**src/rtl/seven_seg_scan_driver.sv**
```systemverilog
// Multiplexed seven-segment scan driver: shadowed digit register, refresh divider, registered active-low outputs.
// Optional leading-zero blanking is enabled by defining SEVEN_SEG_LZB_EN.
module seven_seg_scan_driver #(
    parameter int NUM_DIGITS  = 4,
    parameter int REFRESH_DIV = 100000
) (
    input  logic                    clk_in,
    input  logic                    rst_n,
    input  logic [4*NUM_DIGITS-1:0] digits,
    input  logic                    load,
    input  logic                    hex_mode,
    input  logic                    blank,
    output logic [6:0]              seven_seg,
    output logic [NUM_DIGITS-1:0]   anode
);

    localparam int IDX_W = (NUM_DIGITS > 1) ? $clog2(NUM_DIGITS) : 1;
    localparam int CNT_W = $clog2(REFRESH_DIV);
    localparam logic [CNT_W-1:0] CNT_LAST = CNT_W'(REFRESH_DIV - 1);
    localparam logic [IDX_W-1:0] IDX_LAST = IDX_W'(NUM_DIGITS - 1);

    logic [4*NUM_DIGITS-1:0] shadow_q, shadow_d;
    logic [CNT_W-1:0]        cnt_q, cnt_d;
    logic [IDX_W-1:0]        idx_q, idx_d;
    logic [6:0]              seg_q, seg_d;
    logic [NUM_DIGITS-1:0]   anode_q, anode_d;
    logic                    scanTick;
    logic [3:0]              curNibble;
    logic                    lzbBlank;

    function automatic logic [6:0] decodeNibble(input logic [3:0] code, input logic hexEn);
        logic [6:0] pattern;
        case (code)
            4'h0:    pattern = 7'b1000000;
            4'h1:    pattern = 7'b1111001;
            4'h2:    pattern = 7'b0100100;
            4'h3:    pattern = 7'b0110000;
            4'h4:    pattern = 7'b0011001;
            4'h5:    pattern = 7'b0010010;
            4'h6:    pattern = 7'b0000010;
            4'h7:    pattern = 7'b1111000;
            4'h8:    pattern = 7'b0000000;
            4'h9:    pattern = 7'b0010000;
            4'hA:    pattern = hexEn ? 7'b0001000 : 7'b1111111;
            4'hB:    pattern = hexEn ? 7'b0000011 : 7'b1111111;
            4'hC:    pattern = hexEn ? 7'b1000110 : 7'b1111111;
            4'hD:    pattern = hexEn ? 7'b0100001 : 7'b1111111;
            4'hE:    pattern = hexEn ? 7'b0000110 : 7'b1111111;
            default: pattern = hexEn ? 7'b0001110 : 7'b1111111;
        endcase
        return pattern;
    endfunction

    // Counter, index and shadow advance together; a load on a tick edge is seen by the new index.
    always_comb begin
        scanTick = (cnt_q == CNT_LAST);
        cnt_d    = scanTick ? '0 : cnt_q + 1'b1;
        idx_d    = idx_q;
        if (scanTick) begin
            idx_d = (idx_q == IDX_LAST) ? '0 : idx_q + 1'b1;
        end
        shadow_d = load ? digits : shadow_q;
    end

    always_comb begin
        curNibble = shadow_q[{idx_q, 2'b00} +: 4];
`ifdef SEVEN_SEG_LZB_EN
        lzbBlank = (idx_q != '0) && ((shadow_q >> {idx_q, 2'b00}) == '0);
`else
        lzbBlank = 1'b0;
`endif
        if (blank) begin
            anode_d = '1;
            seg_d   = 7'b1111111;
        end else begin
            anode_d = ~(NUM_DIGITS'(1) << idx_q);
            seg_d   = lzbBlank ? 7'b1111111 : decodeNibble(curNibble, hex_mode);
        end
    end

    always_ff @(posedge clk_in or negedge rst_n) begin
        if (!rst_n) begin
            shadow_q <= '0;
            cnt_q    <= '0;
            idx_q    <= '0;
            seg_q    <= 7'b1111111;
            anode_q  <= '1;
        end else begin
            shadow_q <= shadow_d;
            cnt_q    <= cnt_d;
            idx_q    <= idx_d;
            seg_q    <= seg_d;
            anode_q  <= anode_d;
        end
    end

    assign seven_seg = seg_q;
    assign anode     = anode_q;

endmodule

```
**config.mk**
```make
export PLATFORM = sky130hd
export DESIGN_NAME = seven_seg_scan_driver
export DESIGN_NICKNAME = d
export VERILOG_FILES = /design/src/rtl/seven_seg_scan_driver.sv
export SDC_FILE = /design/constraint.sdc
export NUM_CORES = 1
export LEC_CHECK = 0
export CAP_MARGIN = 20
export CORE_UTILIZATION = 48
export CTS_BUF_LIST = sky130_fd_sc_hd__clkbuf_16
export DETAILED_ROUTE_END_ITERATION = 16
export PLACE_DENSITY = 0.75
export SETUP_SLACK_MARGIN = 0.1
export SLEW_MARGIN = 30
export SYNTH_ARGS = -nofsm -noshare
export SYNTH_HDL_FRONTEND = slang
export SYNTH_SLANG_ARGS = --single-unit
```
**constraint.sdc**
```tcl
create_clock -name clk_in -period 2 [get_ports clk_in]
set_clock_uncertainty 0.05 [all_clocks]
set_input_delay 0.4 -clock clk_in [delete_from_list [all_inputs] [get_ports clk_in]]
set_output_delay 0.4 -clock clk_in [all_outputs]
set_load 0.02 [all_outputs]
```
After elaboration in Yosys (flattened, before gate mapping) --
Cells that the tools add are included.
Storage, ports and cells: word-level logic and storage cells 38, bits in registers 46
Cells by class: muxes and demuxes 11, add/sub/neg operators 2, shift-type cells 2, eq/ne operators 16, bitwise logic cells 1, reductions and logical operators 1
Operator list (count):
- 7-bit case mux with 15 select lines | 1
- 7-bit two-way mux | 6
- 4-bit equality test (second input constant) | 7
- 17-bit by 1-bit adder with 17-bit output (second input constant) | 1
- 17-bit equality test (second input constant) | 1
- 17-bit two-way mux | 1
- 4-bit by 3-bit equality test with 1-bit output (second input constant) | 4
- 16-bit by 5-bit indexed part select with 4-bit output | 1
- 4-bit by 2-bit equality test with 1-bit output (second input constant) | 2
- 6-bit two-way mux | 1
- 4-bit by 1-bit equality test with 1-bit output (second input constant) | 1
- 4-bit logical NOT | 1
- 4-bit two-way mux | 1
- 4-bit inverter | 1
- 1-bit by 2-bit << shifter with 4-bit output (first input constant) | 1
- 2-bit by 1-bit adder with 2-bit output (second input constant) | 1
- 2-bit equality test (second input constant) | 1
- 2-bit two-way mux | 1

Logic depth before layout (Yosys ltp) --
Gate-level depths: netlist of the first run.
depth after elaboration 4, gate-level depth with buffers 6

Least setup slack after synthesis of the first run --
Ideal clock, no wire load.
path type reg-to-reg, start reg cnt_q[12], end reg idx_q[0], path slack -0.011 ns, library setup time 0.127 ns, clock period less this slack 2.011 ns, arrival 1.833 ns, required time 1.823 ns, stages on the path, launching flop included 6, buffers on the path 1, cell sequence dfrtp_1 or4b_1 nor4b_1 and4_1 buf_4 mux2_1
On the way: word-level cells in the longest chain between the ends 1
RTL lines:
- start, declared | line 23 | logic [CNT_W-1:0] cnt_q, cnt_d;
- start signal, assigned | line 90 | cnt_q <= cnt_d;
- 17-bit equality test | line 56 | scanTick = (cnt_q == CNT_LAST);
- end signal, assigned | line 91 | idx_q <= idx_d;
- end, declared | line 24 | logic [IDX_W-1:0] idx_q, idx_d;
Every way passes these cells. A chain may end at the register's enable or synchronous reset.

Worst setup path in the final report of the first run --
start reg cnt_q[14], end reg idx_q[1]
Same word-level chain as after synthesis.

==> impl_metrics.ini, run 1 <==
[clocking]
worst_skew_pair.late_latency_ns = 0.28
root_buffer = clkbuf_16
cts_tree = built
cts_hold_buf = 0
htreeDepth = 2
clock-sinks = 46
cts-buffers-inserted = 5
clkTransAtPathRegs_ns = 0.06
clock_path_buffers = 2

[synth]
synth_edf_count = 0
ys_async_sr_fraction_pct = 100
synth-main-ff-cell = dfrtp_1
seq_area_frac_synth_pct = 53.3
netlist.area_leader.share_pct = 40.1
synth.cell_area_um2 = 2180
avgSynthCellArea_um2 = 12.5
yosysTopAreaCell = dfrtp_1
yosysWarningCount = 0
yosysUniqueCellTypes = 46
ys_ff_latch = 46
synth_area_leaders = dfrtp_1, dfstp_2, mux2_2, xor2_1, mux4_2
syn-num-nets = 201
synthCells = 175

[power_and_ir_drop]
p_leak_nw = 1.24
p_per_area_nw_per_um2 = 731
peakVddDrop_mv = 0.607

[worst_setup_path]
critPathRequiredTime_ns = 2.11
cp-startpoint = cnt_q[14]
cp-endpoint = idx_q[1]
crit_type = flip-flop to flip-flop
endpoint_kind = flip-flop
cp_max_fo = 3
cp-start-kind = flip-flop
crit_arrival_ns = 2.07
ff2ff_path_depth = 4
timing.rr.end = idx_q[1]
reg2reg_slack_ns = 0.05
r2r-start = cnt_q[14]

[finish]
final_layout_size_suffix_gt1_share_pct = 34.5
num-fill-cells = 288
synthToLayoutAreaGrowth_pct = 34.1
fin_util_pct = 67.3
stdcell_count = 278
fin_nets = 251
design_area_um2 = 2930
diodes = 0

[global_routing]
antenna_found_initial = 0
track_usage_pct = 20.7
grt_pass1_wl_um = 7840
grt_pass1_vias = 1672
grt-ovfl-total = 0
grt_start_max_net_pins = 26

[timing]
relSlewSlack_pct = 64.2
finalSetupViolCount = 0
worstMarginPinSlew_ns = 0.537
hold_viol_final = 0
layout_setup_ws_ns = 0.0460
min_period_ns = 1.95
fmax_ghz = 0.512
drv_slew = 0
rsz0062_at_grt = yes
holdWs_ns = 0.0453
period_share_pct = 97.7

[placement]
dp_slack_ns = -0.0748
dp_cells = 259
place_congestion = 0.927
portBuffers = 31
dpl.hpwl_um = 3100
post_dp_cell_area_um2 = 2580

[floorplanning]
row_count = 24
num_io_pins = 32
fp.dieArea_um2 = 4820
die_h_um = 69.5
die_w_um = 69.5
start_util_pct = 50.2
coreArea_um2 = 4350

[routing]
routedWlPerCell_um = 17.1
drcViolationCount = 0
dr.pass1.iters = 4
wirelength_um = 4770
vias = 1624
viasPerCell = 5.84
drt_iter0_markers = 84
final_antenna_net_count = 0

[flow_run]
max_cap_viol_count = 0

[status]
status = finished clean

[hold_path]
hold_class = input pin to async pin
[critical path, stage by stage, from the launching register on]
cell and delay [ns]:
dfrtp_1 0.38, or4b_4 0.55, nor4b_4 0.24, and4_4 0.30
mux2_4 0.31
[cell usage after synthesis, types with 2 or more instances]
cell type,n
dfrtp_1,35
mux2_2,18
dfstp_2,11
nor2_1,11
nand2_1,8
xor2_1,8
inv_1,7
nand3_1,7
xnor2_1,7
ha_1,5
nand4_1,5
nor3_1,5
and4_1,4
buf_6,3
mux4_2,3
a21oi_1,2
buf_2,2
nand2b_1,2
o21a_1,2
o21ai_1,2
o22ai_1,2
o31ai_1,2
[placed cells by master (no fill, tap or decap), drive strengths merged, types with 2 or more instances in the layout]
master | synthesis | routed
a21oi | 2 | 2
and4 | 4 | 4
buf | 7 | 19
clkbuf | 1 | 5
clkdlybuf4s50 | 0 | 30
clkinv | 0 | 2
dfrtp | 35 | 35
dfstp | 11 | 11
ha | 5 | 5
inv | 7 | 8
mux2 | 19 | 19
mux4 | 4 | 6
nand2 | 8 | 8
nand2b | 2 | 2
nand3 | 7 | 7
nand4 | 5 | 5
nor2 | 12 | 12
nor3 | 5 | 5
o21a | 2 | 2
o21ai | 3 | 3
o22ai | 2 | 2
o31ai | 2 | 2
xnor2 | 7 | 7
xor2 | 8 | 8
[area by class of cell]
type	instances	area, µm²	share of cell area [%]
Inverter	7	26.3	0.897
Tap cell	52	65.1	2.22
Sequential cell	46	1170	39.8
Timing Repair Buffer	49	468	16.0
Multi-Input combinational cell	116	1070	36.4
Clock inverter	3	12.5	0.427
Clock buffer	5	125	4.27
[routing by layer]
layer  vias to the layer above  share of wire (%)  GRT usage, %
met3                        16                6.1          5.96
met4                         0                2.4          6.58
met1                       812                 40          25.3
met2                        64                 52          35.3
met5                         -                  0             0
li1                        732                  -             -
[power by group]
group	switching (mW)	leakage, nW	internal (mW)
registers	0.0269	0.552	0.994
logic	0.162	0.620	0.185
clock network	0.321	0.0724	0.452
[registers in the layout (all words and copies together), names as in the netlist]
signal     flops
idx_q          2
cnt_q         17
shadow_q      16
seven_seg      7
anode          4
[kinds of logic (layout without fill, tap and decap cells)]
logic type | Yosys count | in the layout | synth area share [%]
fa+ha+maj | 6 | 6 | 3.38
mux | 23 | 25 | 14.1
compound gates | 19 | 19 | 6.36
flops | 46 | 46 | 53.3
xor+xnor | 15 | 15 | 6.01
simple gates | 51 | 51 | 12.9
buf+inv | 15 | 64 | 3.89
[worst min path at each step]
stage	end	slack, ns	from
after CTS	shadow_q[5]	0.06	rst_n
after global placement	idx_q[0]	0.35	rst_n
final	shadow_q[5]	0.05	rst_n
after floorplan	cnt_q[0]	0.05	rst_n
after global routing	shadow_q[5]	0.07	rst_n
after detailed placement	idx_q[0]	0.36	rst_n
[per-stage QoR]
| step | total power, mW | TNS [ns] |
|---|---|---|
| CTS | 2.12 | 0 |
| finish | 2.14 | 0 |
| global placement | 1.30 | 0 |
| detailed placement | 1.32 | -0.156 |
| global route | 2.22 | 0 |
| floorplan | 1.19 | 0 |
[repair_timing]
action,CTS,global route
setup buffers,5,4
cloned,2,0
pin swaps,4,9
endpoints found under the setup margin,18,18
gates resized for setup,15,12
Power figures use the tool's default switching activity.
==> inputs of run 2 (changes only) <==
- CAP_MARGIN: 20 -> 15
==> results of run 2 <==
No change in the layout: final DEF, timing and power equal those of run 1.
